===== src/rtl/unified_mem_arb_pkg.sv =====
// Shared types and constants for the unified IF/D memory arbiter.
// Holds the read-return owner encoding and word/byte-enable constants.
package unified_mem_arb_pkg;

  typedef enum logic [1:0] {
    OWN_NONE = 2'd0,
    OWN_IF   = 2'd1,
    OWN_D    = 2'd2
  } owner_e;

  localparam int         WORD_BYTES = 4;
  localparam int         OFF_W      = $clog2(WORD_BYTES);
  localparam logic [3:0] BE_FULL    = 4'hF;

endpackage


===== src/rtl/unified_mem_arb_starve_ctr.sv =====
// Saturating run counter: counts up on inc_i, clears on clr_i, stops at max_i.
// Ports: clk, rst_n, inc_i, clr_i, max_i -> at_max_o.
module unified_mem_arb_starve_ctr #(
  parameter int W = 4
) (
  input  logic         clk,
  input  logic         rst_n,
  input  logic         inc_i,
  input  logic         clr_i,
  input  logic [W-1:0] max_i,
  output logic         at_max_o
);

  logic [W-1:0] cnt_q;
  logic [W-1:0] cnt_d;

  assign at_max_o = (cnt_q == max_i);

  always_comb begin
    cnt_d = cnt_q;
    if (clr_i)
      cnt_d = '0;
    else if (inc_i && !at_max_o)
      cnt_d = cnt_q + 1'b1;
  end

  always_ff @(posedge clk or negedge rst_n) begin
    if (!rst_n)
      cnt_q <= '0;
    else
      cnt_q <= cnt_d;
  end

endmodule


===== src/rtl/unified_mem_arbiter.sv =====
// Arbitrates one single-port sync-read memory between IF and D (D has priority,
// starvation counter forces IF). Optional conflict_cnt via UNIFIED_MEM_ARB_STATS_EN.
module unified_mem_arbiter
  import unified_mem_arb_pkg::*;
#(
  parameter int ADDR_W     = 8,
  parameter int DATA_W     = 32,
  parameter int STARVE_MAX = 4
) (
  input  logic              clk,
  input  logic              rst,
  input  logic              if_req,
  input  logic [ADDR_W-1:0] if_addr,
  output logic              if_gnt,
  output logic              if_rvalid,
  output logic [DATA_W-1:0] if_rdata,
  input  logic              d_req,
  input  logic              d_we,
  input  logic [ADDR_W-1:0] d_addr,
  input  logic [3:0]        d_be,
  input  logic [DATA_W-1:0] d_wdata,
  output logic              d_gnt,
  output logic              d_rvalid,
  output logic [DATA_W-1:0] d_rdata,
  output logic              mem_en,
  output logic              mem_we,
  output logic [ADDR_W-3:0] mem_addr,
  output logic [3:0]        mem_be,
  output logic [DATA_W-1:0] mem_wdata,
  input  logic [DATA_W-1:0] mem_rdata
`ifdef UNIFIED_MEM_ARB_STATS_EN
  ,
  output logic [15:0]       conflict_cnt
`endif
);

  owner_e owner_q;
  owner_e owner_d;
  logic   at_max;
  logic   unused_addr_lsb;

  // Byte offset within the word is dropped: misaligned accesses truncate.
  assign unused_addr_lsb = ^{if_addr[OFF_W-1:0], d_addr[OFF_W-1:0]};

  // rst gates grants so nothing reaches memory while held in reset.
  assign d_gnt  = rst & d_req & ~(if_req & at_max);
  assign if_gnt = rst & if_req & (~d_req | at_max);

  unified_mem_arb_starve_ctr #(
    .W (4)
  ) u_starve (
    .clk      (clk),
    .rst_n    (rst),
    .inc_i    (d_gnt & if_req),
    .clr_i    (if_gnt | ~if_req),
    .max_i    (4'(STARVE_MAX)),
    .at_max_o (at_max)
  );

  always_comb begin
    mem_en    = 1'b0;
    mem_we    = 1'b0;
    mem_addr  = '0;
    mem_be    = '0;
    mem_wdata = '0;
    unique case (1'b1)
      d_gnt: begin
        mem_en    = 1'b1;
        mem_we    = d_we;
        mem_addr  = d_addr[ADDR_W-1:OFF_W];
        mem_be    = d_we ? d_be : BE_FULL;
        mem_wdata = d_wdata;
      end
      if_gnt: begin
        mem_en   = 1'b1;
        mem_addr = if_addr[ADDR_W-1:OFF_W];
        mem_be   = BE_FULL;
      end
      default: ;
    endcase
  end

  // Stores complete at the grant edge and so never claim the return path.
  always_comb begin
    owner_d = OWN_NONE;
    if (if_gnt)
      owner_d = OWN_IF;
    else if (d_gnt && !d_we)
      owner_d = OWN_D;
  end

  always_ff @(posedge clk or negedge rst) begin
    if (!rst)
      owner_q <= OWN_NONE;
    else
      owner_q <= owner_d;
  end

  assign if_rvalid = (owner_q == OWN_IF);
  assign d_rvalid  = (owner_q == OWN_D);
  assign if_rdata  = if_rvalid ? mem_rdata : '0;
  assign d_rdata   = d_rvalid  ? mem_rdata : '0;

`ifdef UNIFIED_MEM_ARB_STATS_EN
  logic [15:0] conflict_q;
  logic [15:0] conflict_d;

  always_comb begin
    conflict_d = conflict_q;
    if (if_req && d_req && conflict_q != 16'hFFFF)
      conflict_d = conflict_q + 16'd1;
  end

  always_ff @(posedge clk or negedge rst) begin
    if (!rst)
      conflict_q <= '0;
    else
      conflict_q <= conflict_d;
  end

  assign conflict_cnt = conflict_q;
`endif

endmodule


===== config.mk =====
export PLATFORM = sky130hd
export DESIGN_NAME = unified_mem_arbiter
export DESIGN_NICKNAME = d
export VERILOG_FILES = /design/src/rtl/unified_mem_arb_pkg.sv /design/src/rtl/unified_mem_arb_starve_ctr.sv /design/src/rtl/unified_mem_arbiter.sv
export SDC_FILE = /design/constraint.sdc
export NUM_CORES = 1
export LEC_CHECK = 0
export BUFFER_PORTS_ARGS = -buffer_cell sky130_fd_sc_hd__buf_2
export CORE_AREA = 2 2 77 79
export CTS_CLUSTER_SIZE = 8
export DETAILED_ROUTE_END_ITERATION = 8
export DIE_AREA = 0 0 79 81
export GPL_ROUTABILITY_DRIVEN = 0
export PLACE_DENSITY_LB_ADDON = 0.3
export RECOVER_POWER = 50
export SLEW_MARGIN = 40
export SYNTH_ARGS = -nofsm -noshare
export SYNTH_HDL_FRONTEND = slang
export SYNTH_SLANG_ARGS = --single-unit

===== constraint.sdc =====
create_clock -name clk -period 3.58 [get_ports clk]
set_input_delay 0.716 -clock clk [delete_from_list [all_inputs] [get_ports clk]]
set_output_delay 0.716 -clock clk [all_outputs]
set_load 0.02 [all_outputs]

Word level (Yosys, flattened, before mapping)
Cells that the tools add are included.

storage, ports and cells
  register bits = 6
  input port bits = 89
  word-level logic and storage cells = 35

operators by class
  add/sub/neg operators = 1
  eq/ne operators = 3
  mux-type cells = 12
  bitwise gates (word level) = 11
  reductions and logical operators = 6

operators by type and width
  kind                   number
  $mux W32               3
  $mux W4                3
  $pmux W6 S2            1
  $pmux W4 S2            1
  $and A1 B1 Y1          6
  $add A4 B1 Y4 const B  1
  $eq A4 B3 Y1 const B   1
  $mux W2                2
  $not A1 Y1             3
  $eq A2 B1 Y1 const B   1
  $eq A2 B2 Y1 const B   1
  $logic_and A1 B1 Y1    2
  $logic_not A1 Y1       2
  $mux W1                2
  $or A1 B1 Y1           2
  $reduce_bool A2 Y1     1
  $reduce_or A2 Y1       1

Depth between registers and ports, before layout
Gate-level depths: netlist (run 1).

  depth in word-level cells = 8
  depth in mapped cells = 6
  mapped depth without buffers = 6

Hierarchy
From an unflattened synthesis (run 1), not the netlist that was laid out.

second synthesis, totals
  cell total of the unflattened synthesis = 178
  area total of the unflattened synthesis = 1211.2 um^2

modules (own cells, without submodules)
  module                      instances  cells an instance  area each (um^2)  sequential area each (um^2)
  unified_mem_arbiter         1          155                947.2             50.0
  unified_mem_arb_starve_ctr  1          23                 264.0             100.1

Worst setup path after synthesis (run 1)
No wires, ideal clock.

  path type = reg-to-output
  start point = register u_starve.cnt_q[0]
  end point = output port mem_wdata[22]
  arrival time = 1436 ps
  path slack = 1428 ps
  cell stages (with the launch flop) = 7
  path buffers = 1
  cells stage by stage = dfrtp_1 > inv_1 > ha_1 > and3b_4 > a21oi_4 > buf_6 > and2_1

on the way
  cells in the longest elaborated chain, start to end = 5

ends and longest elaborated chain
  element                   line                              source
  start: declaration        unified_mem_arb_starve_ctr.sv:14  logic [W-1:0] cnt_q;
  start signal: assignment  unified_mem_arb_starve_ctr.sv:31  cnt_q <= cnt_d;
  $eq A4 B3 Y1              unified_mem_arb_starve_ctr.sv:17  assign at_max_o = (cnt_q == max_i);
  $and A1 B1 Y1             unified_mem_arbiter.sv:46         assign d_gnt = rst & d_req & ~(if_req & at_max);
  $not A1 Y1                unified_mem_arbiter.sv:46
  $and A1 B1 Y1             unified_mem_arbiter.sv:46
  via d_gnt                 unified_mem_arbiter.sv:22         output logic d_gnt,
  $mux W32                  unified_mem_arbiter.sv:66         unique case (1'b1)
  end: declaration          unified_mem_arbiter.sv:29         output logic [DATA_W-1:0] mem_wdata,

The timed path passes the listed nets, and every way through them passes these cells.

Final worst setup path (run 1)
  start point = input port rst
  end point = output port mem_addr[2]

on the way
  cells in the longest elaborated chain, start to end = 3
  elaborated cells on any way between the ends = 5

ends and longest elaborated chain
  element                                                line                                                  source
  start: declaration                                     unified_mem_arbiter.sv:11                             input logic rst,
  $and A1 B1 Y1, on equally long branches (2 in series)  unified_mem_arbiter.sv:47, unified_mem_arbiter.sv:46
  $pmux W6 S2 *                                          unified_mem_arbiter.sv:66
  end: declaration                                       unified_mem_arbiter.sv:27                             output logic [ADDR_W-3:0] mem_addr,

Every way passes the cells marked *; elsewhere a longest branch is shown, timed or not.

==> out/results.txt, run 1 <==
outcome: finished, final reports clean
Die ar.: 6400 sq um
setup TNS after final layout: 0 ns
clock skew: 0.000465 ns
CP delay by family, top: buffers and inverters
# IOs: 201
CP Launch Type: primary input
crit path DAT: 2.22 ns
Pwr Density: 172 nW/um^2
Post-Syn Area per Cell: 7.18 sq um
drt via density: 4.18
Crit Path Class: primary input to primary output
Final ANT Viol Nets: 0
Layout area overhead: 88.5%
WL final: 4880 microns
slowest cell on the critical path: clkinvlp_2
core area: 5680 sq um
top-area cell type share of the netlist area: 50.7%
measured slew at the worst slew-check pin: 1.02 ns
synth top area cells: and2_1 (51%), dfrtp_1 (13%), a22o_1 (4.6%)
metal3 WL: 585 microns
root buffer cell: clkbuf_8
detailed-route DRC error count: 0
Final Cycle Share: 82.0%
crit path capture type: primary output
number of global-route vias before repair: 1460
largest net degree at the start of global routing: 42
Antenna diodes: 0
setup violators final: 0
share of cells above drive strength 1: 48.9%
Die Ht: 81 microns
Initial Util: 20.2%
total number of vias: 1786
Global Route Usage Sum: 12.9%
fin nets: 445
Max H-tree Level: 1
Port-buffer cells: 196
Cell Chain, Critical Path: clkbuf_1, nand2_1, a21o_1, clkinvlp_2, a22o_1, buf_2
post-synth cell types: 25
RSZ-0062 raised after global routing: false
# Max-Cap Violations: 0
clock transition at the registers of the reported paths: 0.04 ns
Post-Syn Area: 1150 sq um
Clock Latency Late Sink: 0.22 ns
YS warnings: 0
flops & latches, synth: 6
drt pass-1 iters: 4
Max Clock Freq: 341 MHz
post-cts repair resize count: 0
max layer used: met4
Tmin final: 2.94 ns
Met2 Wirelength: 2550 microns
peak supply drop: 0.0816 mV
Final Util: 38.1%
Die X: 79 microns
sequential fraction of the synthesis area: 13.1%
post-synthesis net count: 251
Critical Path RT: 2.86 ns
Tightest Hold Check Type: primary input to asynchronous set/reset pin
post-synthesis cell count: 160
Slew headroom: 32.1%
Rows: 28
CP max stage delay: 0.34 ns
Post-CTS Setup Bufs: 0
Clock Tree Buf Depth: 2
WP buf/inv: 3
Final Hold Viols: 0
first-pass GRT wire length: 6550 microns
Post-DP HPWL: 4150 microns
wl on met1: 1670 microns
CP Max Fanout: 13
cell taking the most area after synthesis: and2_1
drt initial violations: 31
cts bufs inserted: 3
Routed wire per std cell: 11.4 microns
final slew viol count: 0
grt ovf: 0
hold_buf cts: 0
Sink Count: 6
Leak: 0.00129 uW
initial antenna violation count: 0
CTS tree: yes
final timing paths:
check	start	endpoint	slack (ns)	cells after the start
worst min-delay path	rst	u_starve.cnt_q[2]	0.46	1
max in group asynchronous	rst	owner_q[1]	2.75	1
worst min register to register	u_starve.cnt_q[1]	u_starve.cnt_q[1]	0.56	2
min in group clk	u_starve.cnt_q[1]	u_starve.cnt_q[1]	0.56	2
worst max register to register	u_starve.cnt_q[0]	owner_q[0]	1.95	5
worst max-delay path	rst	mem_addr[2]	0.64	6
stage by stage:
| stage | instances | worst slack [ns] | hold slack (ns) | power [uW] | cell area (sq um) |
|---|---|---|---|---|---|
| final | 427 | 0.644 | 0.458 | 372 | 2160 |
| after global routing | 427 | 0.459 | 0.502 | 399 | 2160 |
| after CTS | 427 | 0.908 | 0.348 | 382 | 2220 |
| after detailed placement | 424 | 0.946 | 0.545 | 277 | 2180 |
| after global placement | 424 | 0.974 | 0.529 | 275 | 2180 |
| after floorplan | 160 | 1.43 | 0.420 | 182 | 1150 |
cell usage after synthesis (all sizes together):
library cell  instances
o31ai                 3
nor2b                 4
clkbuf                6
a41oi                 1
o21ai                 1
a21oi                 1
o31a                  1
dfrtp                 6
inv                   9
a21o                  1
nand2                 6
nor3b                 1
a22o                  6
nor3                  1
nand3                 1
a31oi                 4
and2                 97
and3b                 2
buf                   4
and2b                 1
nand3b                2
ha                    2
area by class of cell:
class | count | area, sq um
multi-input combinational | 135 | 895
sequential | 6 | 150
clock buffer | 3 | 41.3
tap | 75 | 93.8
inverter | 9 | 35.0
fill | 665 | 3510
timing repair buffer | 199 | 950
power by group:
part / switching, uW / total (uW) / internal (uW)
Combinational: 116 / 198 / 82.5
Clock: 29.8 / 102 / 72.3
Sequential: 1.63 / 71.6 / 70.0
sequential cells by signal (all words and copies together) (netlist names):
name            count
u_starve.cnt_q      4
owner_q             2
cells in the final DEF (no fill, tap or decap), drive strengths merged:
cell type  count
buf          160
a41oi          1
nand3b         2
ha             2
and2          97
a21o           1
nand2          6
dfrtp          6
nand3          1
o21ai          1
nor3b          1
a21oi          1
o31a           1
inv            8
a31oi          4
a22o           6
clkinvlp       1
nor3           1
clkbuf        42
and3b          2
nor2b          4
o31ai          3
and2b          1
worst reg2reg max path, delay by kind of cell, from the launching register on:
kind	cells	cell delay, ns
flops	1	0.42
buf+inv	2	0.41
compound gates	1	0.24
fa+ha+maj	1	0.21
simple gates	1	0.12
layer usage:
metal  vias to the layer above  global-route usage, %
li1                        891                      -
met5                         -                      0
met1                       765                   12.1
met2                       124                   27.3
met3                         6                   2.00
met4                         0                   5.17
logic make-up (layout without fill, tap and decap cells):
family          after synthesis  count (layout)  synth area share, %
simple gates                115             115                 63.0
buf+inv                      19             211                 9.04
compound gates               18              18                 12.7
flops                         6               6                 13.1
fa+ha+maj                     2               2                 2.18
No activity file was read; power rests on OpenSTA's default activity.
==> inputs of run 2 (changes only) <==
--- a/config.mk
+++ b/config.mk
@@ -5,6 +5,7 @@
 export SDC_FILE = /design/constraint.sdc
 export NUM_CORES = 1
 export LEC_CHECK = 0
+export ABC_AREA = 1
 export BUFFER_PORTS_ARGS = -buffer_cell sky130_fd_sc_hd__buf_2
 export CORE_AREA = 2 2 77 79
 export CTS_CLUSTER_SIZE = 8
==> constraint.sdc (replaced) <==
create_clock -name clk -period 2.6 [get_ports clk]
set_input_delay 0.52 -clock clk [delete_from_list [all_inputs] [get_ports clk]]
set_output_delay 0.52 -clock clk [all_outputs]
set_load 0.02 [all_outputs]
==> run 2 against run 1 <==
Sequential power rose by 56%. Combinational power rose by 63%. Synthesized cell count grew 56%. Clock skew rose by 0.0025 ns. Critical endpoint is now mem_wdata[31]. Largest power group unchanged. Highest routed layer unchanged.
==> out/results.txt, run 2 <==
outcome: finished, final reports clean
Final Hold Viols: 0 (unchanged)
Biggest register: u_starve.cnt_q
Initial Util: 20.2% (-0.066 points)
Rows: 28 (unchanged)
Tmin final: 2.31 ns
Cell Chain, Critical Path: clkbuf_1, nand2_1, inv_1, nand2_2, buf_4, nor2_1, buf_2
Reg2Reg Depth: 7 (+2)
Crit Path Class: primary input to primary output
CP delay by family, top: buffers and inverters
Critical Path Start: rst
clock transition at the registers of the reported paths: 0.04 ns (about the same)
Final Cycle Share: 88.8%
fraction of registers with async set/reset: 100% (unchanged)
Pwr Density: 267 nW/um^2 (+55%)
setup TNS after final layout: 0 ns (unchanged)
# Max-Cap Violations: 0 (unchanged)
cts bufs inserted: 3 (unchanged)
number of synthesized flops with an enable pin: 0 (unchanged)
setup violators final: 0 (unchanged)
detailed-route DRC error count: 0 (unchanged)
slowest cell on the critical path: clkbuf_1
number of global-route vias before repair: 1564 (+7.1%)
Top Usage Layer GRT: met2
Die ar.: 6400 sq um (unchanged)
Die X: 79 microns (unchanged)
top post-synthesis cells by count: nor2_1 (106), inv_1 (79), nand2_1 (27)
Max Clock Freq: 433 MHz
Largest regs: u_starve.cnt_q: 4 flops, owner_q: 2 flops
post-synthesis net count: 341 (+36%)
WL final: 4600 microns (-5.7%)
Layout area overhead: 87.0%
Max H-tree Level: 1 (unchanged)
r2r setup slk: 1.19 ns (-0.76 ns)
post-synth cell types: 13 (-48%)
flops & latches, synth: 6 (unchanged)
Die Ht: 81 microns (unchanged)
top-area cell type share of the netlist area: 34.8% (-16 points)
reg-to-reg startpoint: u_starve.cnt_q[0]
drt pass-1 iters: 4 (unchanged)
post-cts repair resize count: 0 (unchanged)
Post-DP HPWL: 3810 microns (-8.2%)
root buffer cell: clkbuf_8
Antenna diodes: 0 (unchanged)
Stages on worst setup path: 7 (+1)
max reg flops: 4 (unchanged)
clock skew: 0.00294 ns (+0.00248 ns)
Critical Path RT: 2.08 ns (-0.78 ns)
WP buf/inv: 4 (+1)
hold_buf cts: 0 (unchanged)
crit path DAT: 1.79 ns (-0.43 ns)
Post-Syn Area: 1140 sq um (-0.33%)
CP Max Fanout: 26 (+13)
Sink Count: 6 (unchanged)
Post-Syn Area per Cell: 4.58 sq um (-36%)
Leak: 0.00159 uW (+23%)
synth top area cells: nor2_1 (35%), inv_1 (26%), dfrtp_1 (13%)
CTS tree: yes
CP Launch Type: primary input
first-pass GRT wire length: 6310 microns (-3.7%)
peak supply drop: 0.143 mV (+75%)
top-count cell post-synth: nor2_1
Port-buffer cells: 196 (unchanged)
initial antenna violation count: 0 (unchanged)
final slew viol count: 0 (unchanged)
Clock Latency Late Sink: 0.22 ns (about the same)
grt ovf: 0 (unchanged)
measured slew at the worst slew-check pin: 0.931 ns (-0.0875 ns)
Routed wire per std cell: 8.91 microns (-22%)
drt initial violations: 61 (+97%)
RSZ-0062 raised after global routing: false
drt via density: 3.91 (-6.5%)
total number of vias: 2017 (+13%)
Clock Tree Buf Depth: 2 (unchanged)
YS warnings: 0 (unchanged)
Tightest Hold Check Type: primary input to asynchronous set/reset pin
Post-CTS Setup Bufs: 0 (unchanged)
met3 GRT Util: 2.22% (+0.22 points)
most frequent cells in the layout: buf_2 (147), nor2_1 (106), inv_1 (79)
met2 Usage GRT: 23.1% (-4.2 points)
post-synthesis cell count: 250 (+56%)
Worst R2R End: u_starve.cnt_q[3]
Slew headroom: 37.9% (+5.8 points)
core area: 5680 sq um (unchanged)
cell taking the most area after synthesis: nor2_1
top_reg_cell synth: dfrtp_1
CP max stage delay: 0.34 ns (about the same)
# IOs: 201 (unchanged)
crit path capture type: primary output
share of cells above drive strength 1: 34.9% (-14 points)
fin nets: 534 (+20%)
Global Route Usage Sum: 11.8% (-1.1 points)
largest net degree at the start of global routing: 34 (-19%)
Final ANT Viol Nets: 0 (unchanged)
Final Util: 37.7% (-0.42 points)
sequential fraction of the synthesis area: 13.1% (+0.043 points)
commonest non-fill, non-tap cell in the layout: buf_2
met1 usage: 12.6% (+0.50 points)
==> run 2: changes by cell type after synthesis, moves of 6 or more <==
cell,change
a22o_1,-6
and2_1,-93
buf_2,+7
clkbuf_1,-6
inv_1,+71
nand2_1,+21
nand3_1,+9
nor2_1,+106
==> run 2: layout make-up <==
type	count	area [sq um]
clock buffer	3	41.3
fill	679	3530
inverter	79	297
multi-input combinational	155	627
sequential	6	150
tap	75	93.8
timing repair buffer	198	932
==> run 2: worst max-delay path by stage <==
stage,endpoint
after floorplan,mem_be[0]
after global placement,mem_wdata[31]
after detailed placement,mem_wdata[31]
after CTS,mem_wdata[31]
after global routing,mem_wdata[29]
final,mem_wdata[31]
==> run 2: worst reg2reg max path, cell delays in order (launching register included) <==
cell,delay (ns)
dfrtp_1,0.37
inv_1,0.11
ha_1,0.18
nand3_1,0.10
nand2_1,0.20
nand2_1,0.17
nand2_1,0.12
nor2_1,0.05
==> run 2: through the flow <==
stage                     power (uW)  hold slack [ns]  cell area [sq um]  instances  setup WS, ns
after floorplan                  309            0.224               1140        250         0.707
after global placement           441            0.375               2170        513         0.472
after detailed placement         444            0.373               2170        513         0.467
after CTS                        585            0.137               2210        516         0.288
after global routing             618            0.253               2140        516        0.0809
final                            571            0.216               2140        516         0.292
==> run 2: kinds of logic after synthesis <==
| family | share of synthesized area, % |
|---|---|
| AOI/OAI and AO/OA | 2.62 |
| adders and majority gates | 2.19 |
| buffers and inverters | 31.9 |
| DFF | 13.1 |
| and+or+nand+nor | 50.2 |
==> run 2: where the power goes <==
group / total [uW] / internal (uW) / switching [uW]
Clock: 136 / 99.1 / 36.9
Sequential: 112 / 105 / 7.56
Combinational: 323 / 117 / 206
Total: 571 / 321 / 250
==> run 2: per-layer routing <==
metal / wire length (microns) / share of wire [%]
met1: 1860 / 40
met2: 2130 / 46
met3: 539 / 12
met4: 70 / 1.5
met5: 0 / 0
==> inputs of run 3 (changes only) <==
--- a/config.mk
+++ b/config.mk
@@ -6,11 +6,11 @@
 export NUM_CORES = 1
 export LEC_CHECK = 0
 export ABC_AREA = 1
-export BUFFER_PORTS_ARGS = -buffer_cell sky130_fd_sc_hd__buf_2
 export CORE_AREA = 2 2 77 79
 export CTS_CLUSTER_SIZE = 8
 export DETAILED_ROUTE_END_ITERATION = 8
 export DIE_AREA = 0 0 79 81
+export DONT_BUFFER_PORTS = 1
 export GPL_ROUTABILITY_DRIVEN = 0
 export PLACE_DENSITY_LB_ADDON = 0.3
 export RECOVER_POWER = 50
@@ -18,3 +18,4 @@
 export SYNTH_ARGS = -nofsm -noshare
 export SYNTH_HDL_FRONTEND = slang
 export SYNTH_SLANG_ARGS = --single-unit
+export TNS_END_PERCENT = 20
==> run 3 against run 2 <==
Die area stayed put. Fmax rose by 3.4%. Combinational power shrank 30%. Total power shrank 16%. Critical path depth unchanged. Final area shrank 39%. Global-route usage shrank 3.1 points. Via count is 28% lower. Largest cell class is now multi-input gates. Highest routed layer unchanged.
==> out/results.txt, run 3 (synthesis results as in run 2) <==
Reg2Reg Depth: 6 (-1)
drt via density: 4.28 (+9.5%)
drt initial violations: 30 (-51%)
Post-DP HPWL: 3030 microns (-21%)
Clock Tree Buf Depth: 2 (unchanged)
initial antenna violation count: 0 (unchanged)
CP max stage delay: 0.37 ns (+0.03 ns)
Routed wire per std cell: 10.6 microns (+19%)
Fillers: 677 (-0.29%)
peak supply drop: 0.135 mV (-5.6%)
RSZ-0062 raised after global routing: false
crit path capture type: primary output
CP Max Fanout: 38 (+46%)
reg-to-reg startpoint: u_starve.cnt_q[0]
CP delay by family, top: buffers and inverters
Clock Latency Late Sink: 0.22 ns (about the same)
WP buf/inv: 3 (-1)
Pint: 255 uW (-21%)
WL final: 3590 microns (-22%)
CP most frequent cell: buf_4
Crit Path Class: flop to primary output
Slew headroom: 59.7% (+22 points)
Max H-tree Level: 1 (unchanged)
CTS tree: yes
Antenna diodes: 0 (unchanged)
crit path DAT: 1.71 ns (-0.08 ns)
Worst R2R End: owner_q[0]
Max Clock Freq: 448 MHz (+3.4%)
CP Launch Type: flop
Sink Count: 6 (unchanged)
Final ANT Viol Nets: 0 (unchanged)
core area: 5680 sq um (unchanged)
most frequent cells in the layout: nor2_1 (106), inv_1 (79), nand2_1 (28)
root buffer cell: clkbuf_8
max reg flops: 4 (unchanged)
# IOs: 201 (unchanged)
clock skew: 0.00273 ns (-0.000207 ns)
switching pwr: 223 uW (-11%)
measured slew at the worst slew-check pin: 0.605 ns (-0.326 ns)
Die Ht: 81 microns (unchanged)
Final Cycle Share: 85.8% (-2.9 points)
setup violators final: 0 (unchanged)
Pwr Density: 363 nW/um^2 (+36%)
Tightest Hold Check Type: primary input to flop
setup TNS after final layout: 0 ns (unchanged)
commonest non-fill, non-tap cell in the layout: nor2_1
drt pass-1 iters: 5 (+1)
min setup slack post-route: 0.368 ns (+0.0760 ns)
grt ovf: 0 (unchanged)
part of the power in registers: 23.4% (+3.7 points)
# Max-Cap Violations: 0 (unchanged)
Layout area overhead: 14.8%
Biggest register: u_starve.cnt_q
Largest regs: u_starve.cnt_q: 4 flops, owner_q: 2 flops
final slew viol count: 0 (unchanged)
Die ar.: 6400 sq um (unchanged)
detailed-route DRC error count: 0 (unchanged)
pre-CTS setup slack: 0.614 ns (+0.146 ns)
Worst Hold End: owner_q[1]
outcome: finished, final reports clean
Clock power frac: 29.1% (+5.3 points)
Die X: 79 microns (unchanged)
r2r setup slk: 1.12 ns (-0.07 ns)
Rows: 28 (unchanged)
first-pass GRT wire length: 4290 microns (-32%)
cts bufs inserted: 3 (unchanged)
Sw Ratio: 46.7% (+2.9 points)
Initial Util: 20.2% (unchanged)
worst hold path depth: 1
Cell Chain, Critical Path: inv_1, ha_1, nand4_1, nand2_2, buf_4, o21ai_0, buf_4
share of cells above drive strength 1: 4.96% (-30 points)
largest net degree at the start of global routing: 39 (+15%)
Critical Path RT: 2.08 ns (about the same)
Final Hold Viols: 0 (unchanged)
slowest cell on the critical path: dfrtp_1
share of total power in combinational logic: 47.5% (-9.0 points)
clock transition at the registers of the reported paths: 0.04 ns (about the same)
Port-buffer cells: 0 (-100%)
HP Start: d_we
Tmin final: 2.23 ns (-0.0760 ns)
Leak: 0.000920 uW (-42%)
number of global-route vias before repair: 964 (-38%)
fin nets: 355 (-34%)
Global Route Usage Sum: 8.65% (-3.1 points)
total number of vias: 1443 (-28%)
run 3: cell types whose count changed in the layout (fill, tap and decap cells not counted), sizes merged:
cell,previous run,this run
clkbuf,53,14
dlygate4sd3,0,1
buf,148,7
run 3: how the worst max path moves through the flow:
| stage | startpoint | end | slack, ns | depth (start not counted) |
|---|---|---|---|---|
| 4_1_cts | u_starve.cnt_q[0] | mem_be[3] | 0.37 | 7 |
| 6_report | u_starve.cnt_q[0] | mem_be[1] | 0.37 | 7 |
| 2_1_floorplan | u_starve.cnt_q[0] | mem_be[0] | 0.71 | 6 |
| 3_5_place_dp | u_starve.cnt_q[0] | mem_be[3] | 0.61 | 7 |
| 3_3_place_gp | u_starve.cnt_q[0] | mem_be[1] | 0.63 | 7 |
| 5_1_grt | u_starve.cnt_q[0] | mem_be[0] | 0.23 | 7 |
run 3: per-layer routing:
metal	GRT usage [%]	part of all wire, %	wire, microns
met4	5.17	0.61	22
met5	0	0	0
met3	1.44	12	415
met1	8.35	37	1330
met2	17.1	51	1820
run 3: final cells by class:
cell class                 count  area (sq um)  area share [%]
multi-input combinational    155           627            47.7
tap                           75          93.8            7.14
clock buffer                   3          41.3            3.14
inverter                      79           297            22.6
timing repair buffer          19           105            8.00
sequential                     6           150            11.4
run 3: power groups by stage:
stage          registers (uW)  clock network, uW  logic, uW
2_1_floorplan             111                  0        197
3_3_place_gp              113                  0        230
3_5_place_dp              113                  0        229
4_1_cts                   112                144        233
5_1_grt                   114                147        253
6_report                  112                139        227
run 3: metrics by stage:
step	std cells	total power, uW	cell area [sq um]	hold WS [ns]	utilization (%)
after global placement	333	342	1310	0.225	23.0
after floorplan	250	309	1140	0.224	-
after global routing	337	514	1310	0.354	23.1
after detailed placement	333	343	1310	0.225	23.0
after CTS	337	489	1360	0.355	23.9
final	337	477	1310	0.360	23.1
run 3: worst register-to-register path, stage by stage (launching register included):
cell and delay [ns]:
dfrtp_1 0.37, inv_1 0.11, ha_1 0.18, nand3_1 0.10, nand2_1 0.20, nand2_1 0.18
inv_1 0.23
run 3: timing repair:
item	in CTS	in global routing
buffers inserted	0	0
hold endpoints to repair	6	0
hold buffers	1	0
setup endpoints to repair	0	0
resized for setup	0	0
